## src/rtl/regfile_wb_arbiter.sv

```systemverilog
// Register-file writeback arbiter: two valid/ready requesters share one write port.
// Optional busy-register scoreboard for decode hazards: RF_SCOREBOARD_EN.
module regfile_wb_arbiter #(
  parameter int unsigned ARB_MODE = 0,
  parameter int unsigned XLEN     = 32
) (
  input  logic            clk,
  input  logic            rst,
  input  logic            a_valid,
  output logic            a_ready,
  input  logic [4:0]      a_rd,
  input  logic [XLEN-1:0] a_data,
  input  logic            b_valid,
  output logic            b_ready,
  input  logic [4:0]      b_rd,
  input  logic [XLEN-1:0] b_data,
  input  logic            iss_valid,
  input  logic [4:0]      iss_rd,
  input  logic [4:0]      chk_rs1,
  input  logic [4:0]      chk_rs2,
  output logic            hazard,
  output logic            RegWrite,
  output logic [4:0]      WriteRegister,
  output logic [XLEN-1:0] WriteData
);

  logic            prioB;
  logic            grantA;
  logic            grantB;
  logic            xfer;
  logic [4:0]      winRd;
  logic [XLEN-1:0] winData;
  logic            pendHazard;

  always_comb begin
    grantA  = a_valid && (!b_valid || (ARB_MODE == 1) || !prioB);
    grantB  = b_valid && !grantA;
    xfer    = grantA || grantB;
    winRd   = grantA ? a_rd : b_rd;
    winData = grantA ? a_data : b_data;
  end

  assign a_ready = grantA;
  assign b_ready = grantB;

  // prioB=1 means B wins the next contended cycle; only moves on a transfer.
  always_ff @(posedge clk or posedge rst) begin
    if (rst) begin
      prioB <= 1'b0;
    end else if (xfer) begin
      prioB <= grantA;
    end
  end

  // Address/data follow every transfer; the enable is dropped for x0.
  always_ff @(posedge clk or posedge rst) begin
    if (rst) begin
      RegWrite      <= 1'b0;
      WriteRegister <= '0;
      WriteData     <= '0;
    end else begin
      RegWrite <= xfer && (winRd != '0);
      if (xfer) begin
        WriteRegister <= winRd;
        WriteData     <= winData;
      end
    end
  end

  always_comb begin
    pendHazard = RegWrite && (WriteRegister != '0) &&
                 ((WriteRegister == chk_rs1) || (WriteRegister == chk_rs2));
  end

`ifdef RF_SCOREBOARD_EN
  logic [31:0] busy;
  logic [31:0] busyNext;

  // Clear applied before set so a same-edge issue to the same register stays busy.
  always_comb begin
    busyNext = busy;
    if (grantB) begin
      busyNext[b_rd] = 1'b0;
    end
    if (iss_valid && (iss_rd != '0)) begin
      busyNext[iss_rd] = 1'b1;
    end
    busyNext[0] = 1'b0;
  end

  always_ff @(posedge clk or posedge rst) begin
    if (rst) begin
      busy <= '0;
    end else begin
      busy <= busyNext;
    end
  end

  always_comb begin
    hazard = pendHazard || busy[chk_rs1] || busy[chk_rs2];
  end
`else
  logic unusedIss;
  assign unusedIss = ^{iss_valid, iss_rd};

  always_comb begin
    hazard = pendHazard;
  end
`endif

endmodule

```

## config.mk

```make
export PLATFORM = sky130hd
export DESIGN_NAME = regfile_wb_arbiter
export DESIGN_NICKNAME = d
export VERILOG_FILES = /design/src/rtl/regfile_wb_arbiter.sv
export SDC_FILE = /design/constraint.sdc
export NUM_CORES = 1
export LEC_CHECK = 0
export ABC_AREA = 1
export CAP_MARGIN = 0
export CORE_ASPECT_RATIO = 2
export CORE_MARGIN = 4
export CORE_UTILIZATION = 38
export CTS_CLUSTER_SIZE = 20
export DETAILED_ROUTE_END_ITERATION = 8
export PLACE_DENSITY = 0.86
export SETUP_SLACK_MARGIN = 0.3
export SYNTH_ARGS = -nofsm -noshare
export SYNTH_HDL_FRONTEND = slang
export SYNTH_SLANG_ARGS = --single-unit
```

## constraint.sdc

```tcl
create_clock -name clk -period 3.5 [get_ports clk]
set_input_delay 0.7 -clock clk [delete_from_list [all_inputs] [get_ports clk]]
set_output_delay 0.7 -clock clk [all_outputs]
set_load 0.005 [all_outputs]
```

==> impl_metrics.ini, run 1 <==
[cells_and_area]
nets = 486
layout.cells.non_filler = 450
final_cell_mix = nand2_1 (134), clkdlybuf4s50_1 (128), dfrtp_1 (39), nand3_1 (35), inv_1 (19)
diodes = 0
layout_commonest_cell = nand2_1
n_fill_cell = 410
areaGrowthSynthToFinish_pct = 71.23
drive_gt1_share_pct = 4.071

[clock_tree]
cts_buffer_depth = 2
holdBufCountCts = 0
cts_setup_buffers = 0
clock-sinks = 39
cts.repair.resized = 0
cts-root-buf = clkbuf_8
clk_pin_slew_ns = 0.07
cts_tree = done
cts_made_buffers = 5
cts_max_level = 2
clk_latency_ns = 0.29

[die]
die_y_um = 109.5
rows = 36
fp.dieArea_um2 = 6431
core_um2 = 4955
io_pins = 135
die_width_um = 58.74
initial_core_util_pct = 39.49

[timing]
worst_pin_slew_ns = 0.8997
final.setup.worst_slack_ns = 0.6475
hold_slack_ns = 0.4817
slew_violations = 0
fmax_mhz = 350.6
setup_viol = 0
fin_crit_ns = 2.853
tns_ns = 0
relSlewSlack_pct = 39.96
layout_worst_path_cycle_share_pct = 81.50
final-hold-violation-count = 0
skew_ns = 0.005749
rsz0062_at_grt = false

[yosys]
synth_xor_area_share_pct = 1.343
synthMuxAreaShare_pct = 0
synthDistinctLibCells = 21
synth_area_per_cell_um2 = 7.412
synth_top_cell_by_area = dfrtp_1
syn_inst = 264
ys_async_sr_fraction_pct = 100.0
yosys_warnings = 0
synth_compound_area_share_pct = 2.302
ys_ff_latch = 39
synth_top_area_share_pct = 49.87
synth-simple-area-share_pct = 38.62
synth_edf_count = 0
synthTopCellsByArea = dfrtp_1 (50%), nand2_1 (26%), nand3_1 (9.0%)
synth_adder_area_share_pct = 0
netlist_area_um2 = 1957
ys_seq_area_share_pct = 49.87
synth_top_family_by_area = simple AND/OR/NAND/NOR gates
ys.flop_type = dfrtp_1
synth_nets = 358

[place]
gp_congestion = 0.7600
dp.cells = 442
pre_cts_ws_ns = 0.6427
io_buffers = 128
hpwlAfterDp_um = 4775

[drt]
antenna_left = 0
viasPerCell = 4.784
vias = 2153
drt-initial-drc-count = 180
drcViolationCount = 0
routed_wl_um = 6040
wl_per_cell_um = 13.42
drtPass1Iterations = 4

[critical_path]
cp.arrival_ns = 2.15
worstPathRequired_ns = 2.80
crit_path_max_fanout = 2
critPathKind = primary input to output port
setup.worst_path.end_class = output port
start_kind = primary input
ff2ff_setup_slack_ns = 1.69

[power]
p_leak_nw = 1.564
powerDensity_nw_per_um2 = 362.6
peakVddDrop_uv = 337.1

[global_route]
grt_antenna_before_repair = 0
grt_pass1_vias = 2164
grt_max_degree = 45
grtUsageTotal_pct = 19.36
grt_first_pass_wirelength_um = 9625
grt.overflow.total = 0

[flow_run]
cap_violations = 0

[run_status]
outcome = finished, final reports clean

[hold_path]
hold_class = register to register
power breakdown:
| group | internal, mW | total, mW | switching, mW |
|---|---|---|---|
| Sequential | 0.506 | 0.542 | 0.0366 |
| Clock | 0.139 | 0.300 | 0.161 |
| Combinational | 0.229 | 0.373 | 0.143 |
metrics by stage:
stage	instance area, µm²	utilization (%)	total power [mW]
6_report	3351	67.63	1.215
5_1_grt	3351	67.63	1.292
4_1_cts	3351	67.63	1.231
3_5_place_dp	3262	65.83	0.9275
3_3_place_gp	3262	65.83	0.9169
2_1_floorplan	1957	-	0.6800
worst max-delay path, cell delays in order:
cell             delay (ns)
clkdlybuf4s50_1        0.47
inv_1                  0.04
nand2_1                0.05
nand2_1                0.06
nor2_1                 0.10
nand3_1                0.08
a21oi_1                0.14
clkdlybuf4s50_1        0.51
per-layer routing:
| metal | vias to the layer above | GRT usage [%] | share of wire, % |
|---|---|---|---|
| met2 | 80 | 36.39 | 56 |
| met1 | 977 | 19.94 | 34 |
| li1 | 1075 | - | - |
| met3 | 21 | 3.290 | 6.1 |
| met5 | - | 0 | 0 |
| met4 | 0 | 8.914 | 3.6 |
synthesized netlist by cell type, types with 2 or more instances:
library cell / instances
buf_6: 4
dfrtp_1: 39
nand2_1: 134
clkbuf_1: 3
nand3b_1: 3
nor2_1: 6
buf_2: 2
inv_1: 19
xnor2_1: 2
nand3_1: 35
o21ai_0: 7
state kept, by name, summed over array words and instances (netlist names):
name,cells
WriteRegister,5
RegWrite,1
WriteData,32
prioB,1
layout make-up:
cell class | instances | area (µm²) | share of cell area (%)
clock buffer | 5 | 68.82 | 2.054
clock inverter | 3 | 20.02 | 0.5975
inverter | 21 | 83.83 | 2.502
multi-input combinational | 194 | 827.0 | 24.68
sequential | 39 | 975.9 | 29.13
tap | 57 | 71.32 | 2.128
timing repair buffer | 131 | 1304 | 38.91
path summary, 6_finish.rpt:
| check | cells after the start | startpoint | to |
|---|---|---|---|
| min | 2 | WriteData[2]$_DFFE_PP0P_ | WriteData[2]$_DFFE_PP0P_ |
| max | 8 | chk_rs1[4] | hazard |
| max in group asynchronous | 3 | rst | WriteData[23]$_DFFE_PP0P_ |
| min reg2reg | 2 | WriteData[2]$_DFFE_PP0P_ | WriteData[2]$_DFFE_PP0P_ |
| max reg2reg | 8 | prioB$_DFFE_PP0P_ | WriteRegister[4]$_DFFE_PP0P_ |
| min in group asynchronous | 2 | rst | WriteData[13]$_DFFE_PP0P_ |
cell families after synthesis:
| group | count (synthesis) |
|---|---|
| flip-flops | 39 |
| buffers and inverters | 31 |
| AND/OR/NAND/NOR | 182 |
| XOR/XNOR | 3 |
| AO/OA/AOI/OAI | 9 |
No activity file was read; power rests on OpenSTA's default activity.
==> run 2: changes to the inputs <==
CORE_UTILIZATION = 35   (was 38)
PLACE_DENSITY = 0.8   (was 0.86)
clock period = 2.7 ns   (was 3.5 ns; I/O delays follow)
==> run 2 against run 1 <==
Sequential share of layout area down 0.34 points; clock skew up 0.0021 ns; die area up 7.7%; via count down 1.0%; critical path depth unchanged; register-to-register slack worse by 0.77 ns; core utilization down 5.1 points; sequential cell count unchanged; combinational power up 29%; wire length up 0.35%; critical endpoint unchanged; largest power group unchanged.
==> impl_metrics.ini, run 2 (synthesized netlist as in run 1, its figures left out) <==
[timing]
tns_ns = 0
skew_ns = 0.007809
final-hold-violation-count = 0
fin_crit_ns = 2.308
layout_worst_path_cycle_share_pct = 85.50
worst_pin_slew_ns = 0.5121
setup_viol = 0
hold_slack_ns = 0.4817
rsz0062_at_grt = false
relSlewSlack_pct = 65.86
fmax_mhz = 433.2
slew_violations = 0

[critical_path]
crit_family = buffers and inverters
crit_buf_inv = 3
worstPathCellList = clkdlybuf4s50_1 -> inv_1 -> nand2_1 -> nand2_1 -> nor2_1 -> nand3_1 -> a21oi_1 -> dlygate4sd2_1
worstPathRequired_ns = 2.16
crit_top_cell = nand2_1
worstReg2RegStart = prioB$_DFFE_PP0P_
path_depth = 8
ff2ff_setup_slack_ns = 0.92
start_kind = primary input
critPathKind = primary input to output port
cp.arrival_ns = 1.77
critPathMaxStageDelay_ns = 0.48
crit_path_max_fanout = 2
r2r-end = WriteRegister[3]$_DFFE_PP0P_
reg2reg_depth = 7
cp_slowest_cell = clkdlybuf4s50_1
setup.worst_path.end_class = output port

[global_route]
grt_antenna_before_repair = 0
grtUsageTotal_pct = 17.86
grt_pass1_vias = 2131
grt_first_pass_wirelength_um = 9418
grt.overflow.total = 0
grt_max_degree = 45

[run_status]
outcome = finished, final reports clean

[power]
p_leak_nw = 1.605
powerDensity_nw_per_um2 = 497.4
switching_share_pct = 25.77
clockPowerShare_pct = 29.7
combPwrFrac_pct = 28.6
p_sw_mw = 0.4347
peakVddDrop_uv = 342.2
power.internal_mw = 1.252
pwr-share-seq_pct = 41.7

[clock_tree]
cts-root-buf = clkbuf_8
clock-sinks = 39
cts_max_level = 2
cts_buffer_depth = 2
cts_made_buffers = 5
clk_pin_slew_ns = 0.07
holdBufCountCts = 0
clk_latency_ns = 0.29
cts_tree = done

[drt]
routed_wl_um = 6061
wl_per_cell_um = 13.35
vias = 2131
drt-initial-drc-count = 82
viasPerCell = 4.694
drtPass1Iterations = 4
antenna_left = 0
drcViolationCount = 0

[place]
io_buffers = 128
gp_congestion = 0.7893
hpwlAfterDp_um = 4681
dp.cells = 445
place_area_um2 = 3266

[cells_and_area]
areaGrowthSynthToFinish_pct = 73.27
final_cell_mix = nand2_1 (134), clkdlybuf4s50_1 (125), dfrtp_1 (39), nand3_1 (35), inv_1 (19)
post-route-util_pct = 62.56
diodes = 0
fin_area_um2 = 3391
regArea_um2 = 975.9
drive_gt1_share_pct = 4.315
layout.cells.non_filler = 454
largest-register = WriteData
layout_commonest_cell = nand2_1
n_fill_cell = 492
top_regs = WriteData x32, WriteRegister x5
nets = 487
multi_input_area_um2 = 827.0
largest_reg_flops = 32

[die]
rows = 38
fp.dieArea_um2 = 6924
initial_core_util_pct = 36.10
die_width_um = 60.87
io_pins = 135
core_um2 = 5420
die_y_um = 113.7

[flow_run]
cap_violations = 0

[hold_path]
hold_class = register to register
min_path_cells = 2
holdPathEnd = WriteData[21]$_DFFE_PP0P_
hp-start = WriteData[21]$_DFFE_PP0P_
==> run 2: timing repair <==
item	CTS	global route
setup buffers	1	0
pin swaps	1	0
gates resized for setup	2	1
endpoints found under the hold margin	0	0
setup endpoints to repair	2	1
==> run 2: layer usage <==
metal,up-vias,routed length [µm],global-route usage (%)
met5,-,0,0
met4,0,166,7.236
met3,14,365,3.058
met2,76,3453,33.52
met1,969,2076,18.31
li1,1072,-,-
==> run 2: cell type report <==
class | count | area share (%)
Timing Repair Buffer | 132 | 38.67
Multi-Input combinational cell | 194 | 24.39
Clock inverter | 2 | 1.033
Tap cell | 60 | 2.214
Clock buffer | 6 | 2.435
Inverter | 21 | 2.472
Sequential cell | 39 | 28.78
==> run 2: per-stage QoR <==
step           worst slack (ns)  power [mW]
3_5_place_dp             0.1218       1.203
2_1_floorplan             1.082      0.8815
4_1_cts                  0.3773       1.715
6_report                 0.3916       1.687
5_1_grt                  0.3291       1.788
3_3_place_gp             0.1582       1.191
==> run 2: worst min-delay path, cell delays in order (launching register included) <==
cell and delay [ns]:
dfrtp_1 0.34, nand2_1 0.05, nand3_1 0.06
==> run 2: worst max path at each step <==
stage                    start  endpoint  slack, ns
floorplan              b_valid   a_ready       1.08
global placement    chk_rs1[1]    hazard       0.16
detailed placement  chk_rs1[4]    hazard       0.12
CTS                    a_valid   b_ready       0.38
global route        chk_rs1[4]    hazard       0.33
finish              chk_rs1[4]    hazard       0.39
==> run 2: power groups by stage <==
| stage | Combinational, mW | Clock (mW) | Sequential [mW] |
|---|---|---|---|
| 5_1_grt | 0.532 | 0.542 | 0.713 |
| 6_report | 0.482 | 0.502 | 0.703 |
| 4_1_cts | 0.492 | 0.520 | 0.703 |
| 2_1_floorplan | 0.165 | 0 | 0.717 |
| 3_5_place_dp | 0.489 | 0 | 0.714 |
| 3_3_place_gp | 0.481 | 0 | 0.710 |
==> run 3: changes to the inputs <==
CAP_MARGIN = 20   (was 0)
CORE_ASPECT_RATIO = 0.75   (was 2)
==> run 3 against run 2 <==
Worst setup slack gained 0.035 ns; clock skew is essentially flat; register-to-register slack gained 0.36 ns; fmax grew 1.6%; sequential power is essentially flat; critical path depth is the same; sequential cell count is the same; count of clock-buffer cells in the layout is the same; critical endpoint unchanged; largest power group unchanged; highest routed layer unchanged.
==> impl_metrics.ini, run 3 (synthesized netlist as in run 1, its figures left out) <==
[run_status]
outcome = finished, final reports clean

[die]
core_um2 = 5381
initial_core_util_pct = 36.36
rows = 23
die_y_um = 72.76
die_width_um = 94.34
fp.dieArea_um2 = 6864
io_pins = 135

[cells_and_area]
largest_reg_flops = 32
final_cell_mix = nand2_1 (134), clkdlybuf4s50_1 (125), dfrtp_1 (39), nand3_1 (34), inv_1 (19)
largest-register = WriteData
areaGrowthSynthToFinish_pct = 72.95
drive_gt1_share_pct = 4.835
post-route-util_pct = 62.89
layout_commonest_cell = nand2_1
layout.cells.non_filler = 468
nets = 486
top_regs = WriteData x32, WriteRegister x5
diodes = 0

[power]
powerDensity_nw_per_um2 = 464.6
p_leak_nw = 1.577
peakVddDrop_uv = 237.3

[hold_path]
hold_class = register to register

[drt]
viasPerCell = 4.509
drt-initial-drc-count = 40
antenna_left = 0
drtPass1Iterations = 4
wl_per_cell_um = 13.02
vias = 2110
routed_wl_um = 6095
drcViolationCount = 0

[place]
gp_congestion = 0.7363
dp.cells = 460
hpwlAfterDp_um = 4643
io_buffers = 128

[critical_path]
setup.worst_path.end_class = output port
cp.arrival_ns = 1.73
critPathKind = primary input to output port
worstPathRequired_ns = 2.16
start_kind = primary input
crit_path_max_fanout = 2

[clock_tree]
cts-root-buf = clkbuf_8
clk_latency_ns = 0.29
cts_setup_buffers = 0
cts_buffer_depth = 2
cts_tree = done
clock-sinks = 39
cts_made_buffers = 5
cts_max_level = 2
clk_pin_slew_ns = 0.08

[timing]
final-hold-violation-count = 0
layout_worst_path_cycle_share_pct = 84.19
slew_violations = 0
tns_ns = 0
worst_pin_slew_ns = 0.5054
rsz0062_at_grt = false
relSlewSlack_pct = 66.31
fmax_mhz = 439.9
skew_ns = 0.008274
setup_viol = 0
fin_crit_ns = 2.273

[global_route]
grt_pass1_vias = 2106
grtUsageTotal_pct = 18.03
grt.overflow.total = 0
grt_antenna_before_repair = 0
grt_max_degree = 45
grt_first_pass_wirelength_um = 9791

[flow_run]
cap_violations = 0
==> run 3: cell types whose count changed in the layout (fill, tap and decap cells not counted), sizes merged <==
cell	change
clkinvlp	+1
buf	-1
clkdlybuf4s15	+1
bufinv	-1
dlygate4sd2	-1
==> run 3: timing repair <==
action / 4_1_cts / 5_1_grt
pin swaps: 1 / 2
setup endpoints to repair: 3 / 3
resized for setup: 3 / 5
hold buffers: 0 / 0
gates cloned: 0 / 0
==> run 3: through the flow <==
| step | power [mW] | cell area (µm²) | hold WS, ns | setup WS (ns) |
|---|---|---|---|---|
| 2_1_floorplan | 0.8815 | 1957 | 0.4612 | 1.082 |
| 3_3_place_gp | 1.190 | 3284 | 0.4627 | 0.1709 |
| 3_5_place_dp | 1.204 | 3284 | 0.4686 | 0.1131 |
| 4_1_cts | 1.594 | 3369 | 0.4875 | 0.3196 |
| 5_1_grt | 1.677 | 3385 | 0.5063 | 0.3003 |
| 6_report | 1.572 | 3385 | 0.4824 | 0.4270 |
==> run 3: worst paths after layout <==
check                                     startpoint                        end  slack [ns]  depth (start not counted)
min in group asynchronous                        rst   WriteData[6]$_DFFE_PP0P_        0.67                          3
max in group asynchronous                        rst  WriteData[29]$_DFFE_PP0P_        1.68                          3
setup reg to reg                   prioB$_DFFE_PP0P_  WriteData[23]$_DFFE_PP0P_        1.28                          7
hold / removal             WriteData[20]$_DFFE_PP0P_  WriteData[20]$_DFFE_PP0P_        0.48                          2
hold reg to reg            WriteData[20]$_DFFE_PP0P_  WriteData[20]$_DFFE_PP0P_        0.48                          2
setup / recovery                          chk_rs2[1]                     hazard        0.43                          8
==> run 3: metal layers <==
layer,vias to the layer above,part of all wire (%),wire length (µm),GRT usage [%]
li1,1074,-,-,-
met1,945,41,2496,20.54
met2,84,48,2924,31.84
met3,7,10,634,7.526
met4,0,0.66,40,3.846
met5,-,0,0,0
==> run 3: where the power goes <==
part | internal [mW] | switching [mW] | leakage [nW]
Combinational | 0.298 | 0.189 | 1.07
Clock | 0.181 | 0.201 | 0.0412
Sequential | 0.656 | 0.0491 | 0.471
==> run 3: critical path, stage by stage <==
cell and delay [ns]:
clkdlybuf4s50_1 0.48, inv_1 0.04, nand2_1 0.05, nand2_1 0.07, nor2_2 0.12, nand3_2 0.09, a21oi_2 0.13, clkdlybuf4s15_1 0.20
==> run 3: final cells by class <==
class	count	area, µm²
inverter	21	83.83
multi-input combinational	194	840.8
fill	474	1997
timing repair buffer	131	1305
sequential	39	975.9
tap	75	93.84
clock buffer	6	72.57
clock inverter	2	12.51
